<file path="src/rtl/data_sram_arbiter.sv">
// Arbiter sharing the data SRAM port between the execute stage (fixed priority) and a DMA requester.
// Define ARB_STARVE_GUARD_EN to build the DMA anti-starvation counter and forced-grant state.
`timescale 1ns/1ps

module data_sram_arbiter #(
  parameter int unsigned STARVE_LIMIT = 4
) (
  input  logic        clk,
  input  logic        reset,

  input  logic        es_req_valid,
  output logic        es_req_ready,
  input  logic [3:0]  es_req_wen,
  input  logic [31:0] es_req_addr,
  input  logic [31:0] es_req_wdata,
  output logic        es_rsp_valid,
  output logic [31:0] es_rsp_rdata,

  input  logic        dma_req_valid,
  output logic        dma_req_ready,
  input  logic [3:0]  dma_req_wen,
  input  logic [31:0] dma_req_addr,
  input  logic [31:0] dma_req_wdata,
  output logic        dma_rsp_valid,
  output logic [31:0] dma_rsp_rdata,

  output logic        data_sram_en,
  output logic [3:0]  data_sram_wen,
  output logic [31:0] data_sram_addr,
  output logic [31:0] data_sram_wdata,
  input  logic [31:0] data_sram_rdata
);

  logic w_es_gnt;
  logic w_dma_gnt;
  logic r_rsp_pend;
  logic r_rsp_owner;

`ifdef ARB_STARVE_GUARD_EN
  typedef enum logic {
    StEsPri,
    StDmaForce
  } state_e;

  localparam logic [3:0] LimitC = 4'(STARVE_LIMIT);

  state_e     r_state;
  state_e     w_state_d;
  logic [3:0] r_starve_cnt;
  logic [3:0] w_starve_cnt_d;

  always_ff @(posedge clk or posedge reset) begin
    if (reset) begin
      r_state      <= StEsPri;
      r_starve_cnt <= 4'h0;
    end else begin
      r_state      <= w_state_d;
      r_starve_cnt <= w_starve_cnt_d;
    end
  end

  always_comb begin
    w_es_gnt       = 1'b0;
    w_dma_gnt      = 1'b0;
    w_state_d      = r_state;
    w_starve_cnt_d = r_starve_cnt;

    // Valids are ignored while reset is held so the port shows its idle values.
    if (!reset) begin
      case (r_state)
        StEsPri: begin
          if (es_req_valid) begin
            w_es_gnt = 1'b1;
          end else if (dma_req_valid) begin
            w_dma_gnt = 1'b1;
          end
        end
        StDmaForce: w_dma_gnt = dma_req_valid;
        default: ;
      endcase
    end

    if (!dma_req_valid || w_dma_gnt) begin
      w_starve_cnt_d = 4'h0;
    end else if (r_starve_cnt < LimitC) begin
      w_starve_cnt_d = r_starve_cnt + 4'h1;
    end

    case (r_state)
      StEsPri: begin
        if (w_starve_cnt_d == LimitC) begin
          w_state_d = StDmaForce;
        end
      end
      StDmaForce: begin
        if (w_dma_gnt || !dma_req_valid) begin
          w_state_d = StEsPri;
        end
      end
      default: w_state_d = StEsPri;
    endcase
  end
`else
  logic w_unused_limit;
  assign w_unused_limit = ^4'(STARVE_LIMIT);

  // Strict execute-stage priority; DMA only fills idle cycles.
  assign w_es_gnt  = !reset && es_req_valid;
  assign w_dma_gnt = !reset && dma_req_valid && !es_req_valid;
`endif

  always_comb begin
    es_req_ready    = w_es_gnt;
    dma_req_ready   = w_dma_gnt;
    data_sram_en    = w_es_gnt || w_dma_gnt;
    data_sram_wen   = 4'h0;
    data_sram_addr  = 32'h0;
    data_sram_wdata = 32'h0;
    if (w_es_gnt) begin
      data_sram_wen   = es_req_wen;
      data_sram_addr  = es_req_addr;
      data_sram_wdata = es_req_wdata;
    end else if (w_dma_gnt) begin
      data_sram_wen   = dma_req_wen;
      data_sram_addr  = dma_req_addr;
      data_sram_wdata = dma_req_wdata;
    end
  end

  always_ff @(posedge clk or posedge reset) begin
    if (reset) begin
      r_rsp_pend  <= 1'b0;
      r_rsp_owner <= 1'b0;
    end else begin
      r_rsp_pend <= (w_es_gnt && (es_req_wen == 4'h0)) ||
                    (w_dma_gnt && (dma_req_wen == 4'h0));
      if (w_es_gnt || w_dma_gnt) begin
        r_rsp_owner <= w_dma_gnt;
      end
    end
  end

  assign es_rsp_valid  = r_rsp_pend && !r_rsp_owner;
  assign dma_rsp_valid = r_rsp_pend && r_rsp_owner;
  assign es_rsp_rdata  = data_sram_rdata;
  assign dma_rsp_rdata = data_sram_rdata;

endmodule

</file>
<file path="config.mk">
export PLATFORM = sky130hd
export DESIGN_NAME = data_sram_arbiter
export DESIGN_NICKNAME = d
export VERILOG_FILES = /design/src/rtl/data_sram_arbiter.sv
export SDC_FILE = /design/constraint.sdc
export NUM_CORES = 1
export LEC_CHECK = 0
export CAP_MARGIN = 30
export CORE_AREA = 2 2 121 123
export CTS_CLUSTER_SIZE = 16
export DETAILED_ROUTE_END_ITERATION = 8
export DIE_AREA = 0 0 123 125
export DONT_BUFFER_PORTS = 1
export HOLD_SLACK_MARGIN = 0.08
export SLEW_MARGIN = 5
export SYNTH_ARGS = -nofsm -noshare
export SYNTH_HDL_FRONTEND = slang
export SYNTH_SLANG_ARGS = --single-unit
export TNS_END_PERCENT = 5
</file>
<file path="constraint.sdc">
create_clock -name clk -period 1 [get_ports clk]
set_input_delay 0.05 -clock clk [delete_from_list [all_inputs] [get_ports clk]]
set_output_delay 0.05 -clock clk [all_outputs]
set_load 0.02 [all_outputs]
</file>
==> metrics list <==
- Max-cap violations: 0
- Number of setup violations in the final report: 0
* Sequential element share of the synthesized area: 3.76%
- Static timing analysis puts the maximum clock frequency at 1040 MHz.
- In the synthesized netlist, the number of instances is 162.
- In the post-synthesis netlist, the biggest area contributors are sky130_fd_sc_hd__a22o_1, sky130_fd_sc_hd__buf_4, sky130_fd_sc_hd__buf_6.
- The analysis attributes to cell leakage a power of approximately 0.00043 uW.
- Area share of the largest cell type after synthesis: 45.4%
* Syn Area/Cell: between 8 and 9 um2
- Data on the critical path arrives at its endpoint at approximately 0.9 ns.
* Critical path class: input port to output pin
- The synthesized design spends more area on one cell type than any other, namely sky130_fd_sc_hd__a22o_1.
- No sink is reached through more buffers than the 2 on the longest clock path.
* Sinks on the clock net: 2
* DP Area: 0.00106 mm2
* Post-DRT Antenna Nets: 0
- Global routing used 5.27% of the available tracks across all layers.
- Most frequent cells in the layout: sky130_fd_sc_hd__a22o_1, sky130_fd_sc_hd__buf_4, sky130_fd_sc_hd__a22o_2, sky130_fd_sc_hd__clkbuf_16, sky130_fd_sc_hd__buf_12
- Die extent in y: 125 um
- Critical path buffers and inverters: 1
- Clock latency on the worst-skew pair, taken at its later pin, is around 0.22 ns.
- The run finished with clean final reports.
* Required time of the critical path: ~0.95 ns
- Cells with a size suffix above 1 make up 16.8% of the layout.
- Initial antenna violation count: 0
- Number of buffers added by the clock tree synthesis step: 3
- The slowest stage of the critical path is the sky130_fd_sc_hd__a22o_1 cell.
* Endpoints failing hold: 0
- The HPWL after detailed placement is 4020 um.
* Highest cell delay on the worst timing path: between 0.3 and 0.4 ns
- In this run the worst path has a maximum fanout of 50.
* Root buf cell: sky130_fd_sc_hd__clkbuf_16
- In this run, synthesis produced a sequential element count of 2.
- For this configuration, the core starts out at a cell density of around a tenth.
* Unrepaired setup endpoints after global routing: true
- The worst hold path passes through 0 cells.
- Diode count: 0
- TritonCTS clock tree: yes
- Net switching is 37.9% of the power.
- The net count of the finished layout is 269.
* Internal power: 774 uW
* First-pass GRT wire length: 5990 um
- The library cell used most frequently in the layout, excluding fill and tap cells, is sky130_fd_sc_hd__a22o_1.
- For this run, the number of Yosys warnings is 0.
- The via count of the first global-routing pass is 1,030.
- Net count after synthesis: 334
* Final RePlAce weighted congestion: 0.930
- In this run the number of H-tree levels came out at 1.
* Worst hold path type: input port to output pin
- Final max-slew violation count: 0
* Largest delay contributor family on the critical path: compound AO/OA/AOI/OAI gates
- For this run, design rule violations remaining after detail routing come to 0.
* Net load switching power: 472 uW
- For this run the aggregate overflow at the end of global routing stands at 0.
* Worst path depth: 3
- Relative area change from synthesis to final layout: -12.3%
* Register-to-Register Path Depth: 2
- Detailed-route wire length: 4730 um
* Critical Path Sink Type: output pin
- The first TritonRoute pass finished after 4 iterations.
- In the final routed layout, each cell accounts on average for 17.0 um.
- Share of the cycle needed by the critical path after routing: between 90% and 100%
* Port Buffers: 0
- Worst slew margin relative to its limit: between 70 and 80%
- Transition time of the tightest slew-check pin: roughly 0.37 ns
* Largest net degree at the start of global routing: 52
- The worst path meets setup with 0.0417 ns of slack.
* Violation count after the first detailed-routing iteration: 36
- Proportion of power drawn by flip-flops and latches: 7.2%
- Final critical delay including setup and external delays: 0.958 ns
- Die X-Extent: 123 um
- Portion of total power attributed to the clock network: a little under half
- Worst Clk Skew: 0 ns
- Avg Vias per Cell: 3.82
- Floorplan Core Area: 0.0142 mm2
* Via count: approximately 1,100
- Dpl ws: between 0.015 and 0.02 ns
* Worst-path cell chain: nor3b_4, buf_12, a22o_1
- After synthesis the cells add up to roughly 0.0013 mm2.
- Synthesis instantiated 13 different standard cells from the library.
* IR drop worst, VDD: 0.000301 V
- Combinational Power Share: 44.7%
- Power density cells: 1070 mW/mm2
* Die Area: 0.0154 mm2
- Final standard cell area without fillers: 0.00117 mm2
- After floorplanning, the core was divided into 44 placement rows.
* I/O pins: just over 300
* CP Launch Type: input port
-- power groups by stage --
stage	Sequential (uW)	Combinational [uW]	Clock, uW
global placement	90.8	549	0
detailed placement	91.1	549	0
floorplan	90.2	864	0
finish	90.1	557	598
global route	91.7	594	619
CTS	90.2	557	612
-- path summary, 6_finish.rpt --
kind	start	endpoint	slack, ns
max	es_req_valid	data_sram_wdata[23]	0.04
min	data_sram_rdata[29]	dma_rsp_rdata[29]	0.10
max reg2reg	r_rsp_owner	r_rsp_owner	0.39
min reg2reg	r_rsp_owner	r_rsp_owner	0.53
max in group asynchronous	reset	r_rsp_pend	0.73
min in group asynchronous	reset	r_rsp_owner	0.16
-- layer usage --
metal / vias up / share of wire (%) / GRT usage [%]
li1: 415 / - / -
met1: 502 / 31 / 5.16
met2: 124 / 52 / 9.39
met3: 25 / 14 / 1.87
met4: 0 / 3.5 / 3.14
met5: - / 0 / 0
-- sequential cells by signal, summed over array words and instances (netlist names) --
name,count
r_rsp_owner,1
r_rsp_pend,1
-- kinds of logic after synthesis --
kind of cell    share of synthesized area (%)
compound gates                           45.8
buf+inv                                  45.6
flops                                    3.76
simple gates                             4.80
-- final cells by class --
class,instances,area [um2]
clock buffer,3,75.1
fill,1643,13000
inverter,2,7.51
multi-input combinational,79,693
sequential,2,50.0
tap,184,230
timing repair buffer,9,110
-- what timing repair did --
| item | in CTS | in global routing |
|---|---|---|
| resized for setup | 0 | 4 |
| setup buffers | 0 | 0 |
| setup endpoints to repair | 0 | 7 |
| hold buffers | 2 | 0 |
| endpoints found under the hold margin | 3 | 0 |
-- through the flow --
stage	total power [uW]	hold slack [ns]	setup TNS, ns	cells	utilization (%)
floorplan	954	-0.209	0	162	-
finish	1250	0.100	0	279	8.21
CTS	1260	0.100	0	279	8.12
global placement	640	-0.201	0	274	7.45
global route	1300	0.100	-0.0264	279	8.21
detailed placement	640	-0.201	0	274	7.45
-- synth_stat cells --
cell type,instances
sky130_fd_sc_hd__a21oi_1,1
sky130_fd_sc_hd__a22o_1,69
sky130_fd_sc_hd__and2_1,1
sky130_fd_sc_hd__buf_2,8
sky130_fd_sc_hd__buf_4,64
sky130_fd_sc_hd__buf_6,7
sky130_fd_sc_hd__dfrtp_1,2
sky130_fd_sc_hd__inv_1,2
sky130_fd_sc_hd__nand2b_1,1
sky130_fd_sc_hd__nor2_1,2
sky130_fd_sc_hd__nor2b_1,2
sky130_fd_sc_hd__nor3b_4,1
sky130_fd_sc_hd__nor4_1,2
(Power assumes the default switching activity.)
